`src/rtl/p0_port_responder_pkg.sv`:
```
`default_nettype none
// ============================================================================
// Module   : p0_port_pkg
// Brief    : Shared types and widths for the P0 command port (responder and
//            JTAG-side adapter).
// Revision : 1.0 - initial release
// ============================================================================
package p0_port_pkg;

    localparam int P0_ADDR_W = 22;
    localparam int P0_DATA_W = 16;
    localparam int P0_MASK_W = 2;

    // A fully masked slot is a read; idle JTAG slots therefore become refresh reads.
    localparam logic [P0_MASK_W-1:0] P0_READ_MASK = 2'b11;

    typedef enum logic [1:0] {
        ST_IDLE   = 2'd0,
        ST_REQ    = 2'd1,
        ST_RDWAIT = 2'd2
    } p0_state_t;

    typedef struct packed {
        logic [P0_ADDR_W-1:0] addr;
        logic [P0_MASK_W-1:0] mask;
        logic [P0_DATA_W-1:0] wdata;
    } p0_cmd_t;

    function automatic logic is_read(input logic [P0_MASK_W-1:0] mask);
        return mask == P0_READ_MASK;
    endfunction

endpackage
`default_nettype wire

```
`src/rtl/p0_port_responder_if.sv`:
```
`default_nettype none
// ============================================================================
// Module   : p0_port_if
// Brief    : Request/acknowledge + read-valid bus towards the SDRAM controller.
// Revision : 1.0 - initial release
// ============================================================================
interface p0_port_if
    import p0_port_pkg::*;
#(
    parameter int ADDR_W = P0_ADDR_W,
    parameter int DATA_W = P0_DATA_W
);
    logic              mem_req;
    logic              mem_we;
    logic [ADDR_W-1:0] mem_addr;
    logic [1:0]        mem_be;
    logic [DATA_W-1:0] mem_wdata;
    logic              mem_ack;
    logic              mem_rvalid;
    logic [DATA_W-1:0] mem_rdata;

    modport master (
        output mem_req, mem_we, mem_addr, mem_be, mem_wdata,
        input  mem_ack, mem_rvalid, mem_rdata
    );

    modport slave (
        input  mem_req, mem_we, mem_addr, mem_be, mem_wdata,
        output mem_ack, mem_rvalid, mem_rdata
    );
endinterface
`default_nettype wire

```
`src/rtl/p0_port_responder_rd_timer.sv`:
```
`default_nettype none
// ============================================================================
// Module   : p0_rd_timer
// Brief    : Loadable read-timeout counter; flags expiry at RD_TIMEOUT-1.
// Revision : 1.0 - initial release
// ============================================================================
module p0_rd_timer #(
    parameter int RD_TIMEOUT = 12
) (
    input  wire logic MemClk,
    input  wire logic Reset,
    input  wire logic i_clear,
    input  wire logic i_enable,
    output logic      o_expired
);
    localparam int CNT_W = ($clog2(RD_TIMEOUT) > 0) ? $clog2(RD_TIMEOUT) : 1;

    logic [CNT_W-1:0] r_count;

    assign o_expired = (r_count == CNT_W'(RD_TIMEOUT - 1));

    // Holds at the expiry value so a late enable can never wrap the count.
    always_ff @(posedge MemClk) begin
        if (!Reset || i_clear) begin
            r_count <= '0;
        end else if (i_enable && !o_expired) begin
            r_count <= r_count + 1'b1;
        end
    end
endmodule
`default_nettype wire

```
`src/rtl/p0_port_responder.sv`:
```
`default_nettype none
// ============================================================================
// Module   : p0_port_responder
// Brief    : Samples one P0 command per slot and issues it to the SDRAM
//            controller, returning read data before the next slot.
// Revision : 1.0 - initial release
// ============================================================================
module p0_port_responder
    import p0_port_pkg::*;
#(
    parameter int                ADDR_W       = P0_ADDR_W,
    parameter int                DATA_W       = P0_DATA_W,
    parameter int                RD_TIMEOUT   = 12,
    parameter logic [DATA_W-1:0] TIMEOUT_DATA = 16'hDEAD
) (
    input  wire logic              MemClk,
    input  wire logic              Reset,
    input  wire logic              slot_start,
    input  wire logic [ADDR_W-1:0] P0_Address,
    input  wire logic [1:0]        P0_DQmask,
    input  wire logic [DATA_W-1:0] P0_DataWrite,
    output logic      [DATA_W-1:0] P0_DataRead,
    p0_port_if.master              mem,
    output logic                   overrun,
    output logic                   timeout,
    output logic      [7:0]        drop_cnt,
    input  wire logic              clr_status
);
    p0_state_t         r_state;
    p0_state_t         w_state_nxt;
    p0_cmd_t           r_cmd;
    logic [DATA_W-1:0] r_rdata;
    logic              r_overrun;
    logic              r_timeout;
    logic [7:0]        r_drop_cnt;

    logic              w_req;
    logic              w_we;
    logic [ADDR_W-1:0] w_addr;
    logic [1:0]        w_be;
    logic [DATA_W-1:0] w_wdata;
    logic              w_timer_clear;
    logic              w_timer_en;
    logic              w_expired;
    logic              w_rd_done;
    logic              w_rd_to;
    logic              w_drop;
    logic              w_cmd_rd;

    assign w_cmd_rd = is_read(r_cmd.mask);
    assign w_drop   = slot_start && (r_state != ST_IDLE);

    p0_rd_timer #(
        .RD_TIMEOUT (RD_TIMEOUT)
    ) u_rd_timer (
        .MemClk    (MemClk),
        .Reset     (Reset),
        .i_clear   (w_timer_clear),
        .i_enable  (w_timer_en),
        .o_expired (w_expired)
    );

    always_ff @(posedge MemClk) begin
        if (!Reset) begin
            r_state <= ST_IDLE;
        end else begin
            r_state <= w_state_nxt;
        end
    end

    // Bus outputs are decoded from state so they are zero whenever no request is live.
    always_comb begin
        w_state_nxt   = r_state;
        w_req         = 1'b0;
        w_we          = 1'b0;
        w_addr        = '0;
        w_be          = '0;
        w_wdata       = '0;
        w_timer_clear = 1'b0;
        w_timer_en    = 1'b0;
        w_rd_done     = 1'b0;
        w_rd_to       = 1'b0;
        unique case (r_state)
            ST_IDLE: begin
                if (slot_start) begin
                    w_state_nxt = ST_REQ;
                end
            end
            ST_REQ: begin
                w_req   = 1'b1;
                w_we    = !w_cmd_rd;
                w_addr  = r_cmd.addr;
                w_be    = w_cmd_rd ? 2'b11 : ~r_cmd.mask;
                w_wdata = r_cmd.wdata;
                if (mem.mem_ack) begin
                    w_timer_clear = 1'b1;
                    w_state_nxt   = w_cmd_rd ? ST_RDWAIT : ST_IDLE;
                end
            end
            ST_RDWAIT: begin
                w_timer_en = 1'b1;
                // Data arriving on the expiry cycle is still taken.
                if (mem.mem_rvalid) begin
                    w_rd_done   = 1'b1;
                    w_state_nxt = ST_IDLE;
                end else if (w_expired) begin
                    w_rd_to     = 1'b1;
                    w_state_nxt = ST_IDLE;
                end
            end
            default: begin
                w_state_nxt = ST_IDLE;
            end
        endcase
    end

    always_ff @(posedge MemClk) begin
        if (!Reset) begin
            r_cmd   <= '0;
            r_rdata <= '0;
        end else begin
            if ((r_state == ST_IDLE) && slot_start) begin
                r_cmd <= '{addr: P0_Address, mask: P0_DQmask, wdata: P0_DataWrite};
            end
            if (w_rd_done) begin
                r_rdata <= mem.mem_rdata;
            end else if (w_rd_to) begin
                r_rdata <= TIMEOUT_DATA;
            end
        end
    end

    always_ff @(posedge MemClk) begin
        if (!Reset || clr_status) begin
            r_overrun  <= 1'b0;
            r_timeout  <= 1'b0;
            r_drop_cnt <= '0;
        end else begin
            if (w_drop) begin
                r_overrun <= 1'b1;
                if (r_drop_cnt != 8'hFF) begin
                    r_drop_cnt <= r_drop_cnt + 8'd1;
                end
            end
            if (w_rd_to) begin
                r_timeout <= 1'b1;
            end
        end
    end

    assign mem.mem_req   = w_req;
    assign mem.mem_we    = w_we;
    assign mem.mem_addr  = w_addr;
    assign mem.mem_be    = w_be;
    assign mem.mem_wdata = w_wdata;
    assign P0_DataRead   = r_rdata;
    assign overrun       = r_overrun;
    assign timeout       = r_timeout;
    assign drop_cnt      = r_drop_cnt;
endmodule
`default_nettype wire

```
`src/flat_wrapper.sv`:
```
// flat-port wrapper written by rule: the top's interface ports become plain ports
module p0_port_responder_flat import p0_port_pkg::*;
#(
    parameter int                ADDR_W       = P0_ADDR_W,
    parameter int                DATA_W       = P0_DATA_W,
    parameter int                RD_TIMEOUT   = 12,
    parameter logic [DATA_W-1:0] TIMEOUT_DATA = 16'hDEAD
)
  (MemClk, Reset, slot_start, P0_Address, P0_DQmask, P0_DataWrite, P0_DataRead, overrun, timeout, drop_cnt, clr_status, mem_mem_req, mem_mem_we, mem_mem_addr, mem_mem_be, mem_mem_wdata, mem_mem_ack, mem_mem_rvalid, mem_mem_rdata);
  p0_port_if #(.ADDR_W(ADDR_W), .DATA_W(DATA_W)) mem_i ();
  input  wire logic MemClk;
  input  wire logic Reset;
  input  wire logic slot_start;
  input  wire logic [ADDR_W-1:0] P0_Address;
  input  wire logic [1:0] P0_DQmask;
  input  wire logic [DATA_W-1:0] P0_DataWrite;
  output logic      [DATA_W-1:0] P0_DataRead;
  output logic overrun;
  output logic timeout;
  output logic      [7:0] drop_cnt;
  input  wire logic clr_status;
  output wire logic [$bits(mem_i.mem_req)-1:0] mem_mem_req;
  output wire logic [$bits(mem_i.mem_we)-1:0] mem_mem_we;
  output wire logic [$bits(mem_i.mem_addr)-1:0] mem_mem_addr;
  output wire logic [$bits(mem_i.mem_be)-1:0] mem_mem_be;
  output wire logic [$bits(mem_i.mem_wdata)-1:0] mem_mem_wdata;
  input wire logic [$bits(mem_i.mem_ack)-1:0] mem_mem_ack;
  input wire logic [$bits(mem_i.mem_rvalid)-1:0] mem_mem_rvalid;
  input wire logic [$bits(mem_i.mem_rdata)-1:0] mem_mem_rdata;
  assign mem_mem_req = mem_i.mem_req;
  assign mem_mem_we = mem_i.mem_we;
  assign mem_mem_addr = mem_i.mem_addr;
  assign mem_mem_be = mem_i.mem_be;
  assign mem_mem_wdata = mem_i.mem_wdata;
  assign mem_i.mem_ack = mem_mem_ack;
  assign mem_i.mem_rvalid = mem_mem_rvalid;
  assign mem_i.mem_rdata = mem_mem_rdata;
  p0_port_responder #(.ADDR_W(ADDR_W), .DATA_W(DATA_W), .RD_TIMEOUT(RD_TIMEOUT), .TIMEOUT_DATA(TIMEOUT_DATA)) u_core (.MemClk(MemClk), .Reset(Reset), .slot_start(slot_start), .P0_Address(P0_Address), .P0_DQmask(P0_DQmask), .P0_DataWrite(P0_DataWrite), .P0_DataRead(P0_DataRead), .mem(mem_i), .overrun(overrun), .timeout(timeout), .drop_cnt(drop_cnt), .clr_status(clr_status));
endmodule
```
`config.mk`:
```
export PLATFORM = sky130hd
export DESIGN_NAME = p0_port_responder_flat
export DESIGN_NICKNAME = d
export VERILOG_FILES = /design/src/rtl/p0_port_responder_pkg.sv /design/src/rtl/p0_port_responder_if.sv /design/src/rtl/p0_port_responder_rd_timer.sv /design/src/rtl/p0_port_responder.sv /design/src/flat_wrapper.sv
export SDC_FILE = /design/constraint.sdc
export NUM_CORES = 1
export LEC_CHECK = 0
export ABC_AREA = 1
export CAP_MARGIN = 20
export CORE_MARGIN = 2
export CORE_UTILIZATION = 38
export CTS_CLUSTER_DIAMETER = 30
export DETAILED_ROUTE_END_ITERATION = 8
export PLACE_DENSITY = 0.78
export SYNTH_ARGS = -nofsm -noshare
export SYNTH_HDL_FRONTEND = slang
export SYNTH_SLANG_ARGS = --single-unit
```
`constraint.sdc`:
```
create_clock -name MemClk -period 1.2 [get_ports MemClk]
set_input_delay 0.36 -clock MemClk [delete_from_list [all_inputs] [get_ports MemClk]]
set_output_delay 0.36 -clock MemClk [all_outputs]
set_load 0.1 [all_outputs]
```
==> results.json <==
{
  "status": "finished with violations",
  "violations": "negative setup slack",
  "rsz0062_at_grt": "yes",
  "min_period_ns": 1.88,
  "start_util_pct": 39.0,
  "ys_warn_count": 0,
  "start_kind": "register",
  "total_power_mw": 6.73,
  "path_buf_inv": 4,
  "ys_types": 22,
  "synth_top_area_share_pct": 48.0,
  "crit_chain": "inv_2 > nor2_4 > inv_8 > buf_12 > nor2_4 > buf_12",
  "die_area_mm2": 0.00863,
  "cpMaxStageDelayCell": "dfxtp_2",
  "finalMaxSlewViolations": 0,
  "cts_buffers": 9,
  "worstSkewPairLatency_ns": 0.36,
  "grt_max_degree": 24,
  "synth-seq-cells": 72,
  "grt_pass1_wl_um": 19500,
  "finalHoldViolations": 0,
  "synth.avg_cell_area_um2": 7.05,
  "clockBufferDepth": 2,
  "synthCells": 426,
  "drc": 0,
  "cp-startpoint": "u_core.r_state[0]",
  "ir_drop_v": 0.000618,
  "synth_area_mm2": 0.00300,
  "gp_congestion": 0.762,
  "antenna_found_initial": 0,
  "crit_family": "buffers and inverters",
  "wirelength_um": 16000,
  "ios": 130,
  "clock.fmax_ghz": 0.531,
  "nets": 686,
  "clk_pin_slew_ns": 0.08,
  "portBuffers": 129,
  "viasPerCell": 5.45,
  "cts_tree": "yes",
  "crit_arrival_ns": 1.52,
  "worstHoldStart": "u_core.P0_DataRead[15]",
  "cts_root_buf": "clkbuf_8",
  "setup_viol": 139,
  "die_x_um": 92.9,
  "mostFrequentLayoutCells": "buf_12, inv_1, clkdlybuf4s50_1",
  "p_per_area_mw_per_mm2": 923,
  "setup_tns_ns": -37.92,
  "synthTopCellsByArea": "dfxtp_1, nor2_1, a21oi_1",
  "syn_nets": 490,
  "required_ns": 0.84,
  "yosys.area.top_type": "dfxtp_1",
  "end_kind": "output port",
  "holdWs_ns": 0.495,
  "rr_startpoint": "u_core.r_state[1]",
  "dpl_cell_area_mm2": 0.00573,
  "ys_seq_area_share_pct": 48.0,
  "cellLeakagePower_nw": 2.81,
  "final_area_mm2": 0.00729,
  "dp_hpwl_um": 7420,
  "wire_per_inst_um": 21.9,
  "drt_first_iter_violations": 204,
  "slowest_delay_ns": 0.35,
  "clock_sinks": 72,
  "via_count": 3971,
  "antenna_cells": 0,
  "fp-row-count": 32,
  "dr.pass1.iters": 5,
  "die_h_um": 92.9,
  "fin_crit_sh_pct": 157,
  "syn_to_final_growth_pct": 143,
  "fin_skew_ns": 0.0136,
  "core_mm2": 0.00769,
  "crit_fanout": 8,
  "critPathKind": "reg -> out",
  "relSlewSlack_pct": 68.4,
  "min-delay-path-class": "reg -> reg",
  "ant_nets": 0,
  "grt_use_total_pct": 29.1,
  "drv_cap": 0,
  "worstMarginPinSlew_ns": 0.474,
  "htreeDepth": 3,
  "grt_pass1_vias": 3868,
  "layout_setup_ws_ns": -0.682,
  "drive_gt1_share_pct": 58.9,
  "grt_overflow": 0,
  "final_common_cell": "buf_12"
}
[power by group]
group | switching [mW] | total [mW] | internal [mW]
Clock | 1.02 | 2.09 | 1.07
Combinational | 1.23 | 2.11 | 0.874
Sequential | 0.0585 | 2.53 | 2.47
Total | 2.31 | 6.73 | 4.42
[area by class of cell]
cell class,count,area [um2]
fillers,194,402
clock buffers,11,151
inverters,71,284
well taps,102,128
repair buffers,203,2920
clock inverters,5,55.1
flip-flops and latches,72,1510
multi-input cells,265,2230
[path summary, 6_finish.rpt]
path | to | slack [ns] | cells after the start
max | mem_mem_wdata[15] | -0.68 | 6
min reg2reg | u_core.P0_DataRead[15] | 0.49 | 2
max reg2reg | u_core.u_rd_timer.r_count[0] | -0.24 | 7
min | u_core.P0_DataRead[15] | 0.49 | 2
[cells in the mapped netlist]
cell and instances:
nand3_1 18, ha_1 2, o21ai_1 12, a21oi_1 57, o21ai_0 41, buf_1 1
nand2_2 2, nor3_1 2, nand4_1 1, nor2_2 2, nand3b_1 2, nand3_2 1
inv_2 9, clkbuf_1 10, dfxtp_1 72, xor2_1 1, nand2_1 37, nor2_4 1
inv_1 62, buf_2 8, nor2_1 84, or2_0 1
[state kept, by name (all words and copies together), names as in the netlist]
name / flops
u_core.r_cmd: 40
u_core.P0_DataRead: 16
u_core.drop_cnt: 8
u_core.u_rd_timer.r_count: 4
u_core.r_state: 2
u_core.overrun: 1
u_core.timeout: 1
[metrics by stage]
step                      utilization [%]  setup WS, ns  std cells
after floorplan                         -        -0.994        426
after global placement               74.5        -0.508        665
after detailed placement             74.5        -0.548        665
after CTS                            87.4        -0.598        713
after global routing                 94.8        -0.708        729
final                                94.8        -0.682        729
[worst min-delay path: stages (launching register included)]
cell and delay, ns:
dfxtp_2 0.36, o21ai_1 0.07, inv_1 0.04
[logic make-up after synthesis]
group / share of synthesized area, %
adder cells (fa/ha/maj): 0.834
flip-flops: 48.0
AO/OA/AOI/OAI: 18.3
buffers and inverters: 11.6
AND/OR/NAND/NOR: 20.9
XOR/XNOR: 0.292
[routing by layer]
layer | GRT usage, % | up-vias | part of all wire, %
li1 | - | 1741 | -
met1 | 30.2 | 1919 | 35
met2 | 54.8 | 232 | 51
met3 | 8.54 | 79 | 7.5
met4 | 11.2 | 0 | 6.1
met5 | 0 | - | 0
[timing repair]
action                     CTS  global route
resized for setup          141           103
pin swaps                   23            51
setup buffers               24            18
cloned                       9             4
setup endpoints to repair  139           140
hold buffers                 0             0
Power figures use the tool's default switching activity.
